`src/rtl/servo_pwm_pkg.sv`:
```
// ---------------------------------------------------------------------------
// servo_pwm_pkg
// Shared helpers for the servo PWM bank and its timebase:
//   addr_width   - index width for n entries, never narrower than one bit
//   cnt_width    - frame counter width, one bit wider than the largest count
//                  so "count < min_pulse + duty" never overflows
//   params_legal - parameter sanity check used at elaboration time
// ---------------------------------------------------------------------------
package servo_pwm_pkg;

    function automatic int addr_width(input int n);
        return (n <= 1) ? 1 : $clog2(n);
    endfunction

    function automatic int cnt_width(input int period);
        return $clog2(period) + 1;
    endfunction

    // The frame must be long enough that the widest pulse (min_pulse plus
    // the largest duty code) still ends before the frame wraps, otherwise
    // the output would stay high across the frame boundary.
    function automatic bit params_legal(input int num_ch,
                                        input int duty_w,
                                        input int prescale,
                                        input int min_pulse,
                                        input int period_ticks,
                                        input int reset_duty,
                                        input int aw);
        bit ok;
        ok = 1'b1;
        if (num_ch < 1 || num_ch > 64)                       ok = 1'b0;
        if (duty_w < 1 || duty_w > 16)                       ok = 1'b0;
        if (prescale < 1)                                    ok = 1'b0;
        if (min_pulse < 0)                                   ok = 1'b0;
        if (period_ticks <= min_pulse + (1 << duty_w) - 1)   ok = 1'b0;
        if (reset_duty < 0 || reset_duty >= (1 << duty_w))   ok = 1'b0;
        if (aw < addr_width(num_ch))                         ok = 1'b0;
        return ok;
    endfunction

endpackage

```
`src/rtl/servo_pwm_timebase.sv`:
```
// ---------------------------------------------------------------------------
// servo_pwm_timebase
// Shared PWM timebase: a prescaler producing one duty tick every PRESCALE
// clocks, and a frame counter stepping on that tick over 0..PERIOD_TICKS-1.
//   clk         in   system clock
//   rst_n       in   synchronous active-low reset
//   tick        out  high on the last prescaler cycle of each tick
//   wrap        out  high on the cycle that ends the frame (commit point)
//   cnt         out  current tick index within the frame
//   frame_start out  registered pulse on the cycle after wrap
// ---------------------------------------------------------------------------
module servo_pwm_timebase
    import servo_pwm_pkg::*;
#(
    parameter  int PRESCALE     = 196,
    parameter  int PERIOD_TICKS = 5102,
    localparam int CW           = cnt_width(PERIOD_TICKS)
) (
    input  logic          clk,
    input  logic          rst_n,
    output logic          tick,
    output logic          wrap,
    output logic [CW-1:0] cnt,
    output logic          frame_start
);

    localparam int PW = addr_width(PRESCALE);

    logic [PW-1:0] pre_cnt;

    // With PRESCALE=1 the prescaler stays at zero and tick is always high.
    assign tick = (pre_cnt == PW'(PRESCALE - 1));
    assign wrap = tick && (cnt == CW'(PERIOD_TICKS - 1));

    // Prescaler and frame counter advance together; reset restarts the
    // frame at tick 0 so a mid-frame reset never yields a truncated frame.
    always_ff @(posedge clk) begin
        if (!rst_n) begin
            pre_cnt     <= '0;
            cnt         <= '0;
            frame_start <= 1'b0;
        end else begin
            pre_cnt     <= tick ? '0 : pre_cnt + PW'(1);
            if (tick) begin
                cnt <= wrap ? '0 : cnt + CW'(1);
            end
            frame_start <= wrap;
        end
    end

endmodule

```
`src/rtl/servo_pwm_bank.sv`:
```
// ---------------------------------------------------------------------------
// servo_pwm_bank
// N-channel servo PWM bank with a double-buffered duty register file.
// Writes land in the shadow bank at any time; the whole shadow bank is copied
// into the active bank at the frame wrap, so every pulse uses one duty value.
//   clk         in   system clock
//   rst_n       in   synchronous active-low reset
//   wr_en       in   single-cycle write strobe
//   wr_addr     in   channel index to write
//   wr_data     in   duty value to write
//   wr_err      out  registered pulse, write addressed a missing channel
//   rd_addr     in   readback index
//   rd_data     out  shadow[rd_addr] (combinational), 0 when out of range
//   out_en      in   global output enable
//   frame_start out  registered pulse on the cycle after the commit
//   pwm_out     out  registered pulse outputs, one per channel
// ---------------------------------------------------------------------------
module servo_pwm_bank
    import servo_pwm_pkg::*;
#(
    parameter int NUM_CH       = 8,
    parameter int DUTY_W       = 8,
    parameter int PRESCALE     = 196,
    parameter int MIN_PULSE    = 255,
    parameter int PERIOD_TICKS = 5102,
    parameter int RESET_DUTY   = 2 ** (DUTY_W - 1),
    // The address bus may be wider than the bank needs so an upstream
    // decoder can present addresses past the last channel and see wr_err.
    parameter int AW           = addr_width(NUM_CH)
) (
    input  logic              clk,
    input  logic              rst_n,
    input  logic              wr_en,
    input  logic [AW-1:0]     wr_addr,
    input  logic [DUTY_W-1:0] wr_data,
    output logic              wr_err,
    input  logic [AW-1:0]     rd_addr,
    output logic [DUTY_W-1:0] rd_data,
    input  logic              out_en,
    output logic              frame_start,
    output logic [NUM_CH-1:0] pwm_out
);

    localparam int CW  = cnt_width(PERIOD_TICKS);
    localparam int AW1 = AW + 1;

    if (!params_legal(NUM_CH, DUTY_W, PRESCALE, MIN_PULSE, PERIOD_TICKS,
                      RESET_DUTY, AW)) begin : g_bad_params
        $fatal(1, "servo_pwm_bank: illegal parameter combination");
    end

    logic [DUTY_W-1:0] shadow [NUM_CH];
    logic [DUTY_W-1:0] active [NUM_CH];
    logic [NUM_CH-1:0] pwm_next;
    logic [CW-1:0]     cnt;
    logic              tick;
    logic              wrap;
    logic              wr_in_range;

    servo_pwm_timebase #(
        .PRESCALE    (PRESCALE),
        .PERIOD_TICKS(PERIOD_TICKS)
    ) u_timebase (
        .clk        (clk),
        .rst_n      (rst_n),
        .tick       (tick),
        .wrap       (wrap),
        .cnt        (cnt),
        .frame_start(frame_start)
    );

    // The commit point is only ever a tick boundary.
    assert property (@(posedge clk) disable iff (!rst_n) wrap |-> tick);

    // Zero-extended compare so a full power-of-two bank still works.
    assign wr_in_range = ({1'b0, wr_addr} < AW1'(NUM_CH));

    always_ff @(posedge clk) begin
        if (!rst_n) begin
            wr_err <= 1'b0;
        end else begin
            wr_err <= wr_en && !wr_in_range;
        end
    end

    // Both banks update on the same edge: active picks up shadow's value
    // from before any write on the wrap cycle, so such a write waits for
    // the next frame. Out-of-range addresses match no channel here.
    always_ff @(posedge clk) begin
        if (!rst_n) begin
            for (int i = 0; i < NUM_CH; i++) begin
                shadow[i] <= DUTY_W'(RESET_DUTY);
                active[i] <= DUTY_W'(RESET_DUTY);
            end
        end else begin
            for (int i = 0; i < NUM_CH; i++) begin
                if (wrap) begin
                    active[i] <= shadow[i];
                end
                if (wr_en && (wr_addr == AW'(i))) begin
                    shadow[i] <= wr_data;
                end
            end
        end
    end

    // Readback always shows the shadow bank, i.e. what commits next.
    always_comb begin
        rd_data = '0;
        for (int i = 0; i < NUM_CH; i++) begin
            if (rd_addr == AW'(i)) begin
                rd_data = shadow[i];
            end
        end
    end

    // Threshold is computed at counter width, which is wide enough to hold
    // MIN_PULSE plus the largest duty code without wrapping.
    for (genvar i = 0; i < NUM_CH; i++) begin : g_ch
        assign pwm_next[i] = out_en && (cnt < (CW'(MIN_PULSE) + CW'(active[i])));
    end

    always_ff @(posedge clk) begin
        if (!rst_n) begin
            pwm_out <= '0;
        end else begin
            pwm_out <= pwm_next;
        end
    end

endmodule

```
`config.mk`:
```
export PLATFORM = sky130hd
export DESIGN_NAME = servo_pwm_bank
export DESIGN_NICKNAME = d
export VERILOG_FILES = /design/src/rtl/servo_pwm_pkg.sv /design/src/rtl/servo_pwm_timebase.sv /design/src/rtl/servo_pwm_bank.sv
export SDC_FILE = /design/constraint.sdc
export NUM_CORES = 1
export LEC_CHECK = 0
export ABC_AREA = 0
export CAP_MARGIN = 5
export CORE_ASPECT_RATIO = 2
export CORE_UTILIZATION = 35
export DETAILED_ROUTE_END_ITERATION = 10
export GPL_ROUTABILITY_DRIVEN = 1
export PLACE_DENSITY = 0.47
export SYNTH_ARGS = -nofsm -noshare
export SYNTH_HDL_FRONTEND = slang
export SYNTH_SLANG_ARGS = --single-unit
export TNS_END_PERCENT = 1
```
`constraint.sdc`:
```
create_clock -name clk -period 3.5 [get_ports clk]
set_input_delay 0.35 -clock clk [delete_from_list [all_inputs] [get_ports clk]]
set_output_delay 0.35 -clock clk [all_outputs]
set_load 0.005 [all_outputs]
```
Yosys cells after proc, flatten, opt, wreduce, memory -nomap -nowiden. Memories as Yosys holds them, arrays and structs flattened. Index checks and enable logic that the tools add are counted. Widths: inputs -> output; s select.

Register bits: 31. Memory bits (writable): 128. Input bits: 18. Output and inout bits: 18. Logic and storage cells: 130. Memories: 2.

Memory list: active (depth 8, bits a word 8, rd ports 8, clocked after Yosys merged registers in 0, wr ports 8, RTL line servo_pwm_bank.sv:53) `logic [DUTY_W-1:0] active [NUM_CH];`; shadow (depth 8, bits a word 8, rd ports 8, clocked after Yosys merged registers in 0, wr ports 8, RTL line servo_pwm_bank.sv:52) `logic [DUTY_W-1:0] shadow [NUM_CH];`.

Add/sub/neg operators: 10. Magnitude comparators: 8. Equal/unequal tests: 16. Mux-type cells: 53. Bitwise logic cells: 17. Reduce and logical (&&, ||, !) cells: 20.

Operators by type and width (number): $mux 8 (24); $lt 14x9->1 (8); $add 8x8->9 const A (8); $mux 1 (28); $eq 3x3->1 const B (8); $logic_and 1x1->1 (17); $or 1x1->1 (16); $add 14x1->14 const B (1); $eq 14x13->1 const B (1); $mux 14 (1); $eq 3x2->1 const B (4); $add 8x1->8 const B (1); $eq 8x8->1 const B (1); $eq 3x1->1 const B (2); $logic_not 3->1 (2); $reduce_or 2->1 (1); $not 1->1 (1).

Depth between registers and ports, before layout.
Word-level depth: 9. Mapped depth: 10. Depth with buffers taken out: 10.

By module. Synthesis repeated with hierarchy kept, for this count alone.

Cells, all modules: 837. Area, all modules: 8932.3 µm².

Modules (own cells, without submodules): servo_pwm_bank (instances 1, cells each 702, area each 7788.7 µm², seq. area each 4003.8 µm²); servo_pwm_timebase (instances 1, cells each 135, area each 1143.6 µm², seq. area each 460.4 µm²).

Least setup slack after synthesis. No wires, ideal clock.

Path kind: reg2reg. Start: register u_timebase.cnt[2]. End: memory active[0][0] (enable). Library setup time: 0.396 ns. Arrival time: 2.190 ns. Required time: 3.104 ns. Path slack: 0.914 ns. Stages on the path, launching flop included: 6. Buffers on the path: 1. Period minus slack after synthesis: 2.586 ns. Cells stage by stage: dfxtp_1 > and2_1 > nand2_1 > nor4_4 > a21bo_2 > buf_2.

RTL lines: start, declared (RTL line servo_pwm_timebase.sv:23) `output logic [CW-1:0] cnt,`; start signal, assigned (RTL line servo_pwm_timebase.sv:45) `cnt <= wrap ? '0 : cnt + CW'(1);`; end, declared (RTL line servo_pwm_bank.sv:53).

Worst setup path in the final report.
Start: input rd_addr[0]. End: output rd_data[2].

Cells in the longest elaborated chain, start to end: 9. Elaborated cells on any way between the ends: 16.

Ends and longest elaborated chain: start, declared (RTL line servo_pwm_bank.sv:37) `input logic [AW-1:0] rd_addr,`; $logic_not 3->1 (RTL line servo_pwm_bank.sv:111) `if (rd_addr == AW'(i)) begin`; $mux 8 (7 in a row) (RTL line servo_pwm_bank.sv:111); $mux 8 (*) (RTL line servo_pwm_bank.sv:111); end, declared (RTL line servo_pwm_bank.sv:38) `output logic [DUTY_W-1:0] rd_data,`.

Mark *: on every way between the ends. The rest lies on a longest branch, timed or not.

==> flow_summary.json <==
{
  "syn_area_um2": 8690,
  "rsz0062_at_grt": "no",
  "synth.avg_cell_area_um2": 11.5,
  "multi_input_area_um2": 4000,
  "hold_path_depth": 1,
  "grt_pass1_wl_um": 34700,
  "worstMarginPinSlew_ns": 0.832,
  "final.setup.tns_ns": 0,
  "final.setup_skew_ns": 0.00937,
  "worst-path-buf-inv": 2,
  "drv_slew": 0,
  "rr_worst_depth": 6,
  "grt_max_degree": 65,
  "clk_latency_ns": 0.43,
  "yosysTopAreaCell": "edfxtp_1",
  "hpwl_um": 18400,
  "path_max_fanout": 10,
  "drtPass1Iterations": 4,
  "syn2layout_area_growth_pct": 15.8,
  "clockBufferDepth": 2,
  "reg2reg_to": "active[0][1]",
  "cts.sinks": 159,
  "timing.fmax_mhz": 350,
  "outcome": "finished, final reports clean",
  "grt_use_met1_pct": 17.2,
  "io_pins": 36,
  "maxCapViolations": 0,
  "crit_family": "buffers and inverters",
  "end_kind": "output port",
  "cts_resized": 0,
  "cts_post_setup_buffers_inserted": 0,
  "syn_nets": 851,
  "use_met3_pct": 3.42,
  "intPower_mw": 3.42,
  "seq_area_um2": 4460,
  "p_leak_nw": 3.77,
  "layout.cells.most_common": "edfxtp_1",
  "die_w_um": 113,
  "cts-htree-levels": 4,
  "synthDistinctLibCells": 44,
  "setup_violations": 0,
  "dp_slack_ns": 0.636,
  "p_sw_share_pct": 24.8,
  "holdWs_ns": 0.478,
  "seq_power_share_pct": 49.8,
  "cp.required_ns": 3.15,
  "io_buffers": 34,
  "antenna_found_initial": 0,
  "hold_path_end": "u_timebase.pre_cnt[0]",
  "core_area_um2": 24400,
  "reg2reg_from": "u_timebase.cnt[1]",
  "crit_chain": "clkdlybuf4s50_1 -> mux4_2 -> mux2_2 -> clkdlybuf4s50_1",
  "async_flop_share_pct": 0,
  "cp.depth": 4,
  "slew_headroom_pct": 44.4,
  "r2r_slack_ns": 1.11,
  "worstPathArrival_ns": 2.51,
  "wl_per_cell_um": 19.8,
  "startpoint_type": "input port",
  "synth-edff-count": 128,
  "min_from": "u_timebase.pre_cnt[0]",
  "period_share_pct": 81.7,
  "slowest_stage": "clkdlybuf4s50_1",
  "cts_buffers": 17,
  "hold_viol_final": 0,
  "fillCellCount": 2298,
  "holdBufCountCts": 0,
  "grt_util_met2_pct": 36.0,
  "synth-seq-cells": 159,
  "antennaDiodeCount": 0,
  "vias_per_cell": 4.99,
  "die_area_um2": 25500,
  "first_global_vias": 6023,
  "layout_common_cells": "128 x edfxtp_1, 110 x nor2_1, 75 x ha_1",
  "pwr-share-clk_pct": 42.0,
  "root_buffer": "clkbuf_16",
  "layout-drive-gt1-share_pct": 9.40,
  "cpPeakStageDelay_ns": 0.83,
  "vias": 5748,
  "synth_top_cell_area_share_pct": 44.2,
  "drc": 0,
  "die_h_um": 225,
  "cts_tree": "built",
  "combPwrFrac_pct": 8.2,
  "fin_nets": 899,
  "ys_warn_count": 0,
  "setup_ws_ns": 0.641,
  "max-vdd-ir-drop_mv": 0.427,
  "wirelength_um": 22800,
  "gr-max-usage-layer": "met2",
  "p_switching_mw": 1.13,
  "gp_congestion": 0.928,
  "grt_usage_pct": 19.0,
  "num_rows": 81,
  "ys_seq_area_share_pct": 51.4,
  "p_per_area_nw_per_um2": 452,
  "ant_nets": 0,
  "initial_core_util_pct": 35.6,
  "path_common_cell": "clkdlybuf4s50_1",
  "synthFlopType": "edfxtp_1",
  "clk_pin_slew_ns": 0.07,
  "hp-class": "flip-flop to flip-flop",
  "drt_iter0_drc": 208,
  "synth_area_leaders": "edfxtp_1 44%, ha_1 11%, dfxtp_1 7.1%, nor2_1 4.8%, xnor2_1 4.5%",
  "syn_inst": 758,
  "gr-total-overflow": 0,
  "fin_util_pct": 41.2,
  "worstSetupPathType": "input port to output port",
  "min_period_ns": 2.86
}
## Yosys cell counts, types with 18 or more instances
cell and n:
and2_1 59, dfxtp_1 31, edfxtp_1 128, ha_1 75, inv_1 32, nand2_1 44, nor2_1 110, nor3_1 18
nor4_1 23, xnor2_1 45, xor2_1 22
## state kept, by name (all words and copies together) (netlist names)
name and flops:
active 64, u_timebase.frame_start 1, u_timebase.cnt 14, pwm_out 8
u_timebase.pre_cnt 8, shadow 64
## final cells by class
type | instances | area share (%)
Sequential cell | 159 | 44.4
Clock buffer | 18 | 4.27
Inverter | 32 | 1.19
Clock inverter | 14 | 1.65
Timing Repair Buffer | 48 | 4.55
Tap cell | 332 | 4.13
Multi-Input combinational cell | 548 | 39.8
## per-layer routing
layer  up-vias  routed length (um)
li1       2802                   -
met1      2715                7790
met2       161               12500
met3        70                 671
met4         0                1830
met5         -                   0
## kinds of logic after synthesis
logic type | share of synthesized area [%]
compound gates | 3.89
xor+xnor | 6.75
buf+inv | 2.52
simple gates | 19.4
fa+ha+maj | 10.8
other cells | 0.0432
mux | 5.19
flops | 51.4
## power by group through the flow
stage	sequential, mW	combinational [mW]	clock (mW)
3_3_place_gp	2.30	0.360	0
4_1_cts	2.26	0.379	1.95
6_report	2.26	0.375	1.91
5_1_grt	2.27	0.417	2.01
2_1_floorplan	2.24	0.243	0
3_5_place_dp	2.30	0.377	0
## worst max path at each step
stage | from | endpoint | slack, ns
floorplan | u_timebase.cnt[2] | active[0][0] | 0.91
detailed placement | rd_addr[0] | rd_data[2] | 0.64
CTS | rd_addr[0] | rd_data[2] | 0.63
global placement | rd_addr[0] | rd_data[2] | 0.67
finish | rd_addr[0] | rd_data[2] | 0.64
global route | rd_addr[0] | rd_data[2] | 0.57
## stage by stage
stage	total power, mW	area [um2]	cells
floorplan	2.48	8690	758
global placement	2.66	9460	1119
detailed placement	2.68	9460	1119
CTS	4.59	10100	1151
global route	4.69	10100	1151
finish	4.55	10100	1151
No activity file was read; power rests on OpenSTA's default activity.
==> RTL change (same settings) <==
`PERIOD_TICKS` is set to 5102 in 2 places; all go to 2551.
--- a/src/rtl/servo_pwm_timebase.sv
+++ b/src/rtl/servo_pwm_timebase.sv
@@ -15,3 +15,3 @@
     parameter  int PRESCALE     = 196,
-    parameter  int PERIOD_TICKS = 5102,
+    parameter  int PERIOD_TICKS = 2551,
     localparam int CW           = cnt_width(PERIOD_TICKS)
--- a/src/rtl/servo_pwm_bank.sv
+++ b/src/rtl/servo_pwm_bank.sv
@@ -24,3 +24,3 @@
     parameter int MIN_PULSE    = 255,
-    parameter int PERIOD_TICKS = 5102,
+    parameter int PERIOD_TICKS = 2551,
     parameter int RESET_DUTY   = 2 ** (DUTY_W - 1),
Check against the original RTL: same outputs for any inputs over 10 cycles, from zero or initial values and one cycle with rst_n low; that may be too few to reach the edited logic, so the function may still have changed.
==> RTL change against the original RTL <==
Synthesized cell count grew 4.4%. Design area grew 0.41%. Clock skew decreased by 0.0012 ns. Die area is 0.33% higher. Via count is 6.1% higher. Critical path type unchanged. Clock power down 6%. Routed wire length up 3.6%. Count of clock-buffer cells in the layout is 1 lower. Non-clock buffer count rose by 5. Sequential cell count decreased by 1. Power shrank 2.0%. Global-route usage rose by 0.81 points. Setup slack worse by 0.25 ns. Synthesized area increased by 0.33%.
==> RTL change: results (changes against the original RTL) <==
| Metric | Value |
|---|---|
| Met3 Usage GRT | `3.74% (+0.32 points)` |
| Critical path fanouts, max | `14 (+4)` |
| Place WS | `0.461 ns (-0.174 ns)` |
| Drt total wl | `23700 um (+3.6%)` |
| Arrival time at the worst endpoint | `2.76 ns (+0.25 ns)` |
| Synth Area in Compound Gates | `8.76% (+4.9 points)` |
| Initial antenna violation count | `1 (+1)` |
| Met3 wire len | `728 um (+8.5%)` |
| Sequential share of the synthesized area | `51.0% (-0.40 points)` |
| Root Buffer | `clkbuf_16` |
| F_max | `322 MHz (-7.9%)` |
| Met2 GRT Util | `38.8% (+2.8 points)` |
| Run status | `finished, final reports clean` |
| Initial DRC count | `273 (+31%)` |
| WL met1 | `8170 um (+4.8%)` |
| First-pass GRT wire length | `36200 um (+4.5%)` |
| Syn nets | `884 (+3.9%)` |
| Area contributors post-synth | `edfxtp_1, ha_1, dfxtp_1, and2_1, nor2_1` |
| Dpl hpwl | `18700 um (+1.8%)` |
| Leakage | `3.80 nW (+0.66%)` |
| Commonest cells in the netlist | `edfxtp_1, nor2_1, ha_1, and2_1, nand2_1` |
| Worst R2R Start | `active[0][13]` |
| Clock skew | `0.00818 ns (-0.00118 ns)` |
| Clk_lat worst skew | `0.44 ns` |
| Post-Synth Adder-Cell Area | `10.8% (-0.036 points)` |
| Routability Congestion | `0.909 (-2.0%)` |
| Layout cells sized above 1 | `7.38% (-2.0 points)` |
| DR WL/cell | `20.0 um (+0.58%)` |
| Yosys cell types | `58 (+32%)` |
| Setup crit start | `rd_addr[2]` |
| M1 GR Usage | `18.5% (+1.3 points)` |
| Biggest regs | `active: 64 flops, shadow: 64 flops, u_timebase.cnt: 13 flops` |
| CP max stage delay | `0.71 ns (-0.12 ns)` |
| Synthesized area per cell | `11.0 sq um (-3.9%)` |
| GRT Util Overall | `19.8% (+0.81 points)` |
| Xor/xnor cell area share of the yosys netlist | `5.73% (-1.0 points)` |
| Filler cells | `2355 (+2.5%)` |
| CP top delay family | `buffers and inverters` |
| Sw Ratio | `25.6% (+0.78 points)` |
| Final nets | `935 (+4.0%)` |
| Worst VDD drop | `0.298 mV (-30%)` |
| Inst Count DP | `1155 (+3.2%)` |
| Metal2 WL | `13400 um (+6.9%)` |
| Largest net degree at the start of global routing | `68 (+4.6%)` |
| Worst setup path end | `rd_data[7]` |
| R2R setup slack | `1.00 ns (-0.11 ns)` |
| Mux cell area share after synthesis | `1.69% (-3.5 points)` |
| R2R Path End | `pwm_out[1]` |
| Vias in the first global route | `6355 (+5.5%)` |
| Routed via count | `6098 (+6.1%)` |
| Worst-Margin Slew | `0.771 ns (-0.0617 ns)` |
[RTL change: changes by cell type after synthesis, sizes merged, moves of 12 or more]
| cell | delta |
|---|---|
| nand3 | +13 |
| nand2 | +12 |
| nor2 | -20 |
| mux4 | -13 |
| xnor2 | -17 |
| nor4 | -14 |
[RTL change: metrics by stage]
step	hold slack, ns	cell area (sq um)
detailed placement	0.490	9540
CTS	0.503	10100
global placement	0.472	9540
floorplan	0.438	8720
finish	0.498	10100
global route	0.521	10100
[RTL change: power by group through the flow]
stage	Sequential [W]	Combinational [W]	Clock, W
floorplan	0.00224	0.000251	0
global placement	0.00230	0.000385	0
detailed placement	0.00230	0.000400	0
CTS	0.00226	0.000403	0.00184
global route	0.00227	0.000444	0.00190
finish	0.00226	0.000396	0.00180
[RTL change: worst min path at each step]
stage	startpoint	to	slack, ns	cells past startpoint
6_report	u_timebase.pre_cnt[0]	u_timebase.pre_cnt[0]	0.50	1
3_3_place_gp	u_timebase.pre_cnt[0]	u_timebase.pre_cnt[0]	0.47	1
3_5_place_dp	u_timebase.pre_cnt[0]	u_timebase.pre_cnt[0]	0.49	1
4_1_cts	u_timebase.cnt[12]	u_timebase.cnt[12]	0.50	2
5_1_grt	u_timebase.pre_cnt[0]	u_timebase.pre_cnt[0]	0.52	1
2_1_floorplan	u_timebase.pre_cnt[0]	u_timebase.pre_cnt[0]	0.44	1
[RTL change: final cells by class]
| type | count | area share [%] |
|---|---|---|
| Sequential cell | 158 | 44.0 |
| Multi-Input combinational cell | 580 | 40.3 |
| Timing Repair Buffer | 53 | 4.91 |
| Clock buffer | 17 | 4.21 |
| Tap cell | 332 | 4.11 |
| Clock inverter | 14 | 1.30 |
| Inverter | 32 | 1.19 |
